## config.mk

```make
export PLATFORM = sky130hd
export DESIGN_NAME = alu_result_fifo_flat
export DESIGN_NICKNAME = d
export VERILOG_FILES = /design/src/rtl/alu_result_fifo_if.sv /design/src/rtl/alu_result_fifo.sv /design/src/flat_wrapper.sv
export SDC_FILE = /design/constraint.sdc
export NUM_CORES = 1
export LEC_CHECK = 0
export BUFFER_PORTS_ARGS = -buffer_cell sky130_fd_sc_hd__clkbuf_2
export CORE_ASPECT_RATIO = 1.1
export CORE_MARGIN = 4
export CORE_UTILIZATION = 55
export DETAILED_ROUTE_END_ITERATION = 12
export MAX_ROUTING_LAYER = met4
export PLACE_DENSITY = 0.74
export SETUP_SLACK_MARGIN = 0.02
export SLEW_MARGIN = 20
export SYNTH_ARGS = -nofsm -noshare
export SYNTH_HDL_FRONTEND = slang
export SYNTH_SLANG_ARGS = --single-unit
```

## constraint.sdc

```tcl
create_clock -name clk -period 4.5 [get_ports clk]
set_clock_uncertainty 0.15 [all_clocks]
set_input_delay 0.9 -clock clk [delete_from_list [all_inputs] [get_ports clk]]
set_output_delay 0.9 -clock clk [all_outputs]
set_load 0.005 [all_outputs]
```

## src/rtl/alu_result_fifo_if.sv

```systemverilog
// Producer/consumer handshake bundle for the ALU result FIFO.
// The FIFO itself uses the slave modport; the driving environment uses master.
interface alu_result_fifo_if;
   logic        in_valid;
   logic [31:0] in_result;
   logic        in_negative;
   logic        in_zero;
   logic        in_carry;
   logic        in_overflow;
   logic        in_ready;
   logic        out_valid;
   logic        out_ready;
   logic [31:0] out_result;
   logic [3:0]  out_flags;

   modport master (
      output in_valid, in_result, in_negative, in_zero, in_carry, in_overflow, out_ready,
      input  in_ready, out_valid, out_result, out_flags
   );

   modport slave (
      input  in_valid, in_result, in_negative, in_zero, in_carry, in_overflow, out_ready,
      output in_ready, out_valid, out_result, out_flags
   );
endinterface

```

## src/rtl/alu_result_fifo.sv

```systemverilog
// Show-ahead FIFO capturing ALU results with N/Z/C/V flags, plus sticky
// carry/overflow status and a saturating counter of results dropped while full.
module alu_result_fifo #(
   parameter int unsigned DEPTH  = 4,
   parameter int unsigned DROP_W = 16
) (
   input  logic                     clk,
   input  logic                     reset,
   alu_result_fifo_if.slave         bus,
   output logic [$clog2(DEPTH):0]   count,
   output logic                     sticky_c,
   output logic                     sticky_v,
   input  logic                     sticky_clr,
   output logic [DROP_W-1:0]        drop_count
);
   localparam int unsigned AW = $clog2(DEPTH);
   localparam int unsigned CW = AW + 1;
   localparam int unsigned EW = 36;

   logic [EW-1:0] mem [DEPTH];
   logic [AW-1:0] wr_ptr;
   logic [AW-1:0] rd_ptr;
   logic [EW-1:0] head;
   logic          full;
   logic          empty;
   logic          push;
   logic          pop;
   logic          drop;

   // Handshake status comes only from the registered count.
   assign full  = (count == CW'(DEPTH));
   assign empty = (count == '0);
   assign push  = bus.in_valid & ~full;
   assign pop   = bus.out_ready & ~empty;
   assign drop  = bus.in_valid & full;

   assign bus.in_ready  = ~full;
   assign bus.out_valid = ~empty;

   // Storage is not reset; stale entries are unreachable once count is zero.
   always_ff @(posedge clk) begin
      if (push) begin
         mem[wr_ptr] <= {bus.in_result, bus.in_negative, bus.in_zero,
                         bus.in_carry, bus.in_overflow};
      end
   end

   // Pointers wrap naturally because DEPTH is a power of two.
   always_ff @(posedge clk or posedge reset) begin
      if (reset) begin
         wr_ptr <= '0;
         rd_ptr <= '0;
         count  <= '0;
      end else begin
         if (push) wr_ptr <= wr_ptr + AW'(1);
         if (pop)  rd_ptr <= rd_ptr + AW'(1);
         case ({push, pop})
            2'b10:   count <= count + CW'(1);
            2'b01:   count <= count - CW'(1);
            default: count <= count;
         endcase
      end
   end

   always_comb begin
      head = '0;
      if (!empty) head = mem[rd_ptr];
   end

   assign bus.out_result = head[35:4];
   assign bus.out_flags  = head[3:0];

   // A same-cycle set takes priority over the clear.
   always_ff @(posedge clk or posedge reset) begin
      if (reset) begin
         sticky_c <= 1'b0;
         sticky_v <= 1'b0;
      end else begin
         sticky_c <= (sticky_c & ~sticky_clr) | (push & bus.in_carry);
         sticky_v <= (sticky_v & ~sticky_clr) | (push & bus.in_overflow);
      end
   end

   always_ff @(posedge clk or posedge reset) begin
      if (reset) begin
         drop_count <= '0;
      end else if (sticky_clr) begin
         drop_count <= DROP_W'(drop);
      end else if (drop && (drop_count != '1)) begin
         drop_count <= drop_count + DROP_W'(1);
      end
   end
endmodule
```

## src/flat_wrapper.sv

```systemverilog
// flat-port wrapper written by rule: the top's interface ports become plain ports
module alu_result_fifo_flat 
#(
   parameter int unsigned DEPTH  = 4,
   parameter int unsigned DROP_W = 16
)
  (clk, reset, count, sticky_c, sticky_v, sticky_clr, drop_count, bus_in_valid, bus_in_result, bus_in_negative, bus_in_zero, bus_in_carry, bus_in_overflow, bus_out_ready, bus_in_ready, bus_out_valid, bus_out_result, bus_out_flags);
  alu_result_fifo_if bus_i ();
  input  logic clk;
  input  logic reset;
  output logic [$clog2(DEPTH):0] count;
  output logic sticky_c;
  output logic sticky_v;
  input  logic sticky_clr;
  output logic [DROP_W-1:0] drop_count;
  input wire logic [$bits(bus_i.in_valid)-1:0] bus_in_valid;
  input wire logic [$bits(bus_i.in_result)-1:0] bus_in_result;
  input wire logic [$bits(bus_i.in_negative)-1:0] bus_in_negative;
  input wire logic [$bits(bus_i.in_zero)-1:0] bus_in_zero;
  input wire logic [$bits(bus_i.in_carry)-1:0] bus_in_carry;
  input wire logic [$bits(bus_i.in_overflow)-1:0] bus_in_overflow;
  input wire logic [$bits(bus_i.out_ready)-1:0] bus_out_ready;
  output wire logic [$bits(bus_i.in_ready)-1:0] bus_in_ready;
  output wire logic [$bits(bus_i.out_valid)-1:0] bus_out_valid;
  output wire logic [$bits(bus_i.out_result)-1:0] bus_out_result;
  output wire logic [$bits(bus_i.out_flags)-1:0] bus_out_flags;
  assign bus_i.in_valid = bus_in_valid;
  assign bus_i.in_result = bus_in_result;
  assign bus_i.in_negative = bus_in_negative;
  assign bus_i.in_zero = bus_in_zero;
  assign bus_i.in_carry = bus_in_carry;
  assign bus_i.in_overflow = bus_in_overflow;
  assign bus_i.out_ready = bus_out_ready;
  assign bus_in_ready = bus_i.in_ready;
  assign bus_out_valid = bus_i.out_valid;
  assign bus_out_result = bus_i.out_result;
  assign bus_out_flags = bus_i.out_flags;
  alu_result_fifo #(.DEPTH(DEPTH), .DROP_W(DROP_W)) u_core (.clk(clk), .reset(reset), .bus(bus_i), .count(count), .sticky_c(sticky_c), .sticky_v(sticky_v), .sticky_clr(sticky_clr), .drop_count(drop_count));
endmodule
```

==> out/metrics.csv, run 1 <==
metric,value,unit
clock_path_buffers,2,
routedWlPerCell,19.4,µm
drc,0,
maxSlewViolCount,0,
netlist_instances,373,
port_buffers,99,
crit_fanout,14,
end_kind,output port,
ctsResizeCount,0,
reg2reg_slack,2.08,ns
min_period,3.36,ns
post_cts_buffers,0,
synth_flop_cell,edfxtp_1,
htreeDepth,4,
cts_tree,built,
drive_above_1_share,0.361,
pwr-share-comb,0.275,
routed_wl,12500,µm
path_cells,"buf_4, mux4_2, and2_1, clkbuf_2",
grt_max_degree,38,
holdWs,0.361,ns
grt_pass1_wl,19800,µm
reg2reg_from,u_core.count[2]$_DFFE_PP0P_,
dp_cells,610,
ant_nets,0,
layout_commonest_cell,edfxtp_1,
cpPeakStageDelay,0.67,ns
die_x,114,µm
grt_pass1_vias,3784,
final_cell_count_no_fill,643,
syn_area_per_cell,18.3,µm²
cp.depth,4,
cts_hold_buffers,0,
start_util,0.566,
synth_nets,421,
async_reset_ff_frac,0.148,
antenna_found_initial,1,
cp_num_buf_inv,2,
fp.dieArea,0.0143,mm²
die_h,125,µm
cts-root-buf,clkbuf_16,
cp-startpoint,u_core.rd_ptr[0]$_DFFE_PP0P_,
synth-seq-cells,169,
nets,523,
switching_share,0.283,
fin_setup_tns,0,ns
gr-usage-all-layers,0.190,
area_growth,17.7,%
p_leak,2.95,nW
power.switching,1.42,mW
yosys_warnings,0,
rsz0062_at_grt,no,
fin_crit_sh,0.747,
status,finished clean,
totalPowerFinal,5.02,mW
placementRows,42,
vias,3645,
place_area,0.00747,mm²
ios,100,
slew_headroom,0.344,
cell_internal_pwr,3.60,mW
dr.pass1.iters,4,
clk_latency,0.41,ns
crit_family,flip-flops,
timing.rr.end,u_core.count[2]$_DFFE_PP0P_,
hpwl,7730,µm
pwr-share-clk,0.279,
mostFrequentLayoutCells,"edfxtp_1, clkbuf_2, and2_1",
setup_viol,0,
vdd_drop_max,0.000400,V
power_frac_seq,0.446,
fin_area,0.00805,mm²
worstPathArrival,2.31,ns
grt.overflow.total,0,
netlist_area,0.00684,mm²
critPathSlowestCell,dfrtp_2,
cts_sinks,169,
finalHoldViolations,0,
viasPerCell,5.67,
cts_buffers,17,
required,3.45,ns
timing.fmax,298,MHz
coreArea,0.0121,mm²
hold_class,reg -> reg,
drt_iter0_drc,156,
power_density,624,mW/mm²
r2r_cells,8,
crit_path_end,bus_out_result[1],
clk_pin_slew,0.06,ns
cp-start-kind,flip-flop,
yosysSeqAreaShare,0.724,
synth_edf_count,144,
worst_pin_slew,0.984,ns
path_class,reg -> out,
yosys.cell_types.count,38,
maxCapViolations,0,
whs_path_depth,1,
routabilityCongestion,0.790,
how the worst min path moves through the flow:
| stage | start | endpoint | slack (ns) |
|---|---|---|---|
| 3_3_place_gp | u_core.sticky_v$_DFF_PP0_ | u_core.sticky_v$_DFF_PP0_ | 0.34 |
| 2_1_floorplan | u_core.sticky_c$_DFF_PP0_ | u_core.sticky_c$_DFF_PP0_ | 0.35 |
| 5_1_grt | u_core.sticky_v$_DFF_PP0_ | u_core.sticky_v$_DFF_PP0_ | 0.40 |
| 4_1_cts | u_core.sticky_c$_DFF_PP0_ | u_core.sticky_c$_DFF_PP0_ | 0.36 |
| 3_5_place_dp | u_core.sticky_c$_DFF_PP0_ | u_core.sticky_c$_DFF_PP0_ | 0.35 |
| 6_report | u_core.sticky_c$_DFF_PP0_ | u_core.sticky_c$_DFF_PP0_ | 0.36 |
logic make-up after synthesis:
logic type | after synthesis | share of synthesized area
buffers and inverters | 28 | 0.0177
AOI/OAI and AO/OA | 33 | 0.0302
and+or+nand+nor | 90 | 0.0821
adders and majority gates | 7 | 0.0139
DFF | 169 | 0.724
muxes | 39 | 0.123
xor gates and xnor gates | 7 | 0.00896
cells in the mapped netlist, drive strengths merged, types with 6 or more instances:
cell type,number,area (µm²)
dfrtp,25,626
and2,38,238
a21oi,13,65.1
nand2,9,33.8
mux4,36,811
buf,7,42.5
ha,6,75.1
edfxtp,144,4320
nand3,6,30.0
clkbuf,12,45.0
or4,6,45.0
inv,9,33.8
or3,7,43.8
o21ai,6,30.0
o31ai,7,52.6
nand4,6,43.8
and3,6,37.5
per-stage QoR:
| step | utilization | setup slack (ns) |
|---|---|---|
| floorplan | - | 1.85 |
| global placement | 0.618 | 1.53 |
| detailed placement | 0.618 | 1.51 |
| CTS | 0.666 | 1.03 |
| global route | 0.666 | 0.929 |
| finish | 0.666 | 1.14 |
routing by layer:
metal,GRT usage,wire length [µm]
met1,0.227,5160
met2,0.310,6490
met3,0.0580,676
met4,0.0615,159
met5,-,0
power by group through the flow:
stage | clock network [mW] | registers [mW] | logic [mW]
floorplan | 0 | 2.14 | 0.980
global placement | 0 | 2.26 | 1.39
detailed placement | 0 | 2.28 | 1.41
CTS | 1.43 | 2.25 | 1.42
global route | 1.49 | 2.28 | 1.53
finish | 1.40 | 2.24 | 1.38
sequential cells by signal, indices dropped and copies added (netlist names):
register,cells
u_core.count,3
u_core.drop_count,16
u_core.mem,144
u_core.rd_ptr,2
u_core.sticky_c,1
u_core.sticky_v,1
u_core.wr_ptr,2
final cells by class:
cell class / instances / area (µm²)
antenna: 1 / 2.50
clock buffer: 17 / 425
clock inverter: 15 / 151
fill: 818 / 4040
inverter: 9 / 33.8
multi-input combinational: 176 / 1770
sequential: 169 / 4950
tap: 154 / 193
timing repair buffer: 102 / 518
No activity file was read; power rests on OpenSTA's default activity.
==> run 2: changes to the inputs <==
--- a/config.mk
+++ b/config.mk
@@ -5,6 +5,7 @@
 export SDC_FILE = /design/constraint.sdc
 export NUM_CORES = 1
 export LEC_CHECK = 0
+export ABC_AREA = 1
 export BUFFER_PORTS_ARGS = -buffer_cell sky130_fd_sc_hd__clkbuf_2
 export CORE_ASPECT_RATIO = 1.1
 export CORE_MARGIN = 4
==> constraint.sdc (replaced) <==
create_clock -name clk -period 3.45 [get_ports clk]
set_clock_uncertainty 0.15 [all_clocks]
set_input_delay 0.69 -clock clk [delete_from_list [all_inputs] [get_ports clk]]
set_output_delay 0.69 -clock clk [all_outputs]
set_load 0.005 [all_outputs]
==> run 2 against run 1 <==
Compared with the run above: design area up 2.6%; largest power group unchanged; synthesized cell count up 66%; combinational power up 68%; critical path depth up 2; worst setup slack worse by 0.73 ns; power up 36%; first-iteration DRC count rose to 2.8 times the previous value; clock power up 24%; area after synthesis up 2.8%; via count up 35%; sequential share of layout area down 1.6 points; wire length up 21%.
==> out/metrics.csv, run 2 <==
metric,value,unit,change
status,finished clean,,unchanged
power_density,827,mW/mm²,was 624 mW/mm²
area_growth,17.4,%,was 17.7%
slew_headroom,0.327,,was 0.344
synth_area_leaders,"edfxtp_1, nor2_1, dfrtp_1",,"was edfxtp_1, mux4_2, dfrtp_1"
routedWlPerCell,16.9,µm,was 19.4 µm
coreArea,0.0126,mm²,was 0.0121 mm²
routabilityCongestion,0.907,,was 0.790
dp_cells,859,,was 610
drt_iter0_drc,431,,was 156
crit_family,buffers and inverters,,was flip-flops
yosys.area.top_type,edfxtp_1,,unchanged
cp_num_buf_inv,2,,unchanged
fin_setup_tns,0,ns,unchanged
reg_top3,"u_core.mem x144, u_core.drop_count x16, u_core.count x3",,unchanged
fin_crit_sh,0.881,,
placementRows,43,,was 42
nets,769,,was 523
synthTopCellsByCount,"nor2_1, edfxtp_1, o21ai_0",,"was edfxtp_1, and2_1, mux4_2"
start_util,0.559,,was 0.566
synth-seq-cells,169,,unchanged
clk_pin_slew,0.07,ns,was 0.06 ns
critPathSlowestCell,buf_4,,was dfrtp_2
viasPerCell,5.51,,was 5.67
min_period,3.04,ns,
rsz0062_at_grt,no,,unchanged
synth.most_common_cell,nor2_1,,was edfxtp_1
synth_top_area_frac,0.615,,was 0.632
clock_path_buffers,2,,unchanged
worstPathArrival,2.20,ns,was 2.31 ns
ios,100,,unchanged
netlist_instances,621,,was 373
required,2.61,ns,was 3.45 ns
die_x,116,µm,was 114 µm
die_h,127,µm,was 125 µm
finalHoldViolations,0,,unchanged
antennaDiodeCount,0,,was 1
gr-usage-all-layers,0.216,,was 0.190
p_leak,3.19,nW,was 2.95 nW
syn_area_per_cell,11.3,µm²,was 18.3 µm²
fin_area,0.00826,mm²,was 0.00805 mm²
maxCapViolations,0,,unchanged
ctsResizeCount,0,,unchanged
cts_sinks,169,,unchanged
antenna_found_initial,0,,was 1
hpwl,9070,µm,was 7730 µm
regMostFlops,u_core.mem,,unchanged
netlist_area,0.00703,mm²,was 0.00684 mm²
cp-start-kind,flip-flop,,unchanged
cpPeakStageDelay,0.61,ns,was 0.67 ns
cts_buffers,17,,unchanged
htreeDepth,4,,unchanged
cts_tree,built,,unchanged
synth_edf_count,144,,unchanged
port_buffers,99,,unchanged
yosys_warnings,0,,unchanged
timing.fmax,329,MHz,
layout_commonest_cell,nor2_1,,was edfxtp_1
end_kind,output port,,unchanged
maxSlewViolCount,0,,unchanged
synth_nets,669,,was 421
cp_common_cell,nor2_1,,
vias,4906,,was 3645
cts_hold_buffers,0,,unchanged
dr.pass1.iters,6,,was 4
holdWs,0.332,ns,was 0.361 ns
fp.dieArea,0.0147,mm²,was 0.0143 mm²
final_util,0.656,,was 0.666
path_class,reg -> out,,unchanged
crit_fanout,74,,was 14
synth_flop_cell,edfxtp_1,,unchanged
yosys.cell_types.count,29,,was 38
clk_latency,0.42,ns,was 0.41 ns
setup_viol,0,,unchanged
drive_above_1_share,0.215,,was 0.361
mostFrequentLayoutCells,"nor2_1, edfxtp_1, clkbuf_2",,"was edfxtp_1, clkbuf_2, and2_1"
yosysSeqAreaShare,0.704,,was 0.724
place_area,0.00771,mm²,was 0.00747 mm²
worst_pin_slew,1.01,ns,was 0.984 ns
post_cts_buffers,0,,unchanged
grt_pass1_vias,4846,,was 3784
routed_wl,15100,µm,was 12500 µm
drc,0,,unchanged
fillers,947,,was 818
largest_reg_flops,144,,unchanged
hold_class,in -> async,,was reg -> reg
async_reset_ff_frac,0.148,,unchanged
grt.overflow.total,0,,unchanged
grt_max_degree,75,,was 38
ant_nets,0,,unchanged
vdd_drop_max,0.000573,V,was 0.000400 V
grt_pass1_wl,23700,µm,was 19800 µm
final_cell_count_no_fill,891,,was 643
path_cells,"buf_4, nor2_1, nor2_1, o21ai_0, a21oi_1, clkbuf_2",,"was buf_4, mux4_2, and2_1, clkbuf_2"
cts-root-buf,clkbuf_16,,unchanged
-- run 2: cell count changes after synthesis, sizes merged, moves of 4 or more --
cell   before  now
and3        6    0
o21ai       6   76
and2       38    0
nor2        5  170
buf         7   18
nand2       9   61
inv         9   26
a21oi      13   42
xor2        4    8
or4         6    0
mux4       36    0
o31ai       7    0
or3         7    0
nand3       6   16
-- run 2: cell type report --
| cell class | count | area, µm² | area share |
|---|---|---|---|
| Clock buffer | 18 | 429 | 0.0520 |
| Clock inverter | 14 | 118 | 0.0142 |
| Inverter | 26 | 100 | 0.0121 |
| Multi-Input combinational cell | 397 | 1880 | 0.228 |
| Sequential cell | 169 | 4950 | 0.600 |
| Tap cell | 157 | 196 | 0.0238 |
| Timing Repair Buffer | 110 | 578 | 0.0700 |
-- run 2: metrics by stage --
| step | power [mW] | setup WS [ns] |
|---|---|---|
| 2_1_floorplan | 4.21 | 0.478 |
| 3_3_place_gp | 5.07 | 0.927 |
| 5_1_grt | 7.25 | 0.262 |
| 4_1_cts | 6.89 | 0.432 |
| 6_report | 6.83 | 0.409 |
| 3_5_place_dp | 5.15 | 0.879 |
-- run 2: path summary, 6_finish.rpt --
| kind | start | end | slack, ns | cells after the start |
|---|---|---|---|---|
| worst max-delay path | u_core.rd_ptr[0]$_DFFE_PP0P_ | bus_out_result[8] | 0.41 | 6 |
| worst min-delay path | reset | u_core.sticky_v$_DFF_PP0_ | 0.33 | 2 |
| worst max register to register | u_core.count[0]$_DFFE_PP0P_ | u_core.count[2]$_DFFE_PP0P_ | 0.94 | 9 |
| worst min register to register | u_core.sticky_v$_DFF_PP0_ | u_core.sticky_v$_DFF_PP0_ | 0.36 | 1 |
| max in group asynchronous | reset | u_core.rd_ptr[0]$_DFFE_PP0P_ | 2.14 | 2 |
| min in group clk | bus_in_result[4] | u_core.mem[2][8]$_DFFE_PP_ | 0.33 | 1 |
-- run 2: cells by family (layout without fill, tap and decap cells) --
family          count (synthesis)  in the layout  synth area share
simple gates                  259            259             0.148
fa+ha+maj                       7              7            0.0135
flops                         169            169             0.704
buf+inv                        55            168            0.0331
xor+xnor                       10             10            0.0125
compound gates                121            121            0.0895
-- run 2: metal layers --
layer / GRT usage / vias up / wire, µm
met5: - / - / 0
met4: 0.0662 / 0 / 257
met3: 0.0510 / 25 / 997
met2: 0.350 / 181 / 7620
met1: 0.272 / 2363 / 6210
li1: - / 2337 / -
-- run 2: worst register-to-register path, delay by kind of cell (launching register included) --
family | cells | cell delay [ns]
compound gates | 2 | 0.26
xor+xnor | 1 | 0.14
fa+ha+maj | 2 | 0.62
buf+inv | 2 | 0.21
flops | 1 | 0.42
simple gates | 2 | 0.59
-- run 2: where the power goes --
part | total [mW] | internal [mW] | leakage (nW) | switching [mW]
Combinational | 2.32 | 0.810 | 1.28 | 1.51
Clock | 1.74 | 0.939 | 0.265 | 0.800
Sequential | 2.77 | 2.65 | 1.65 | 0.120
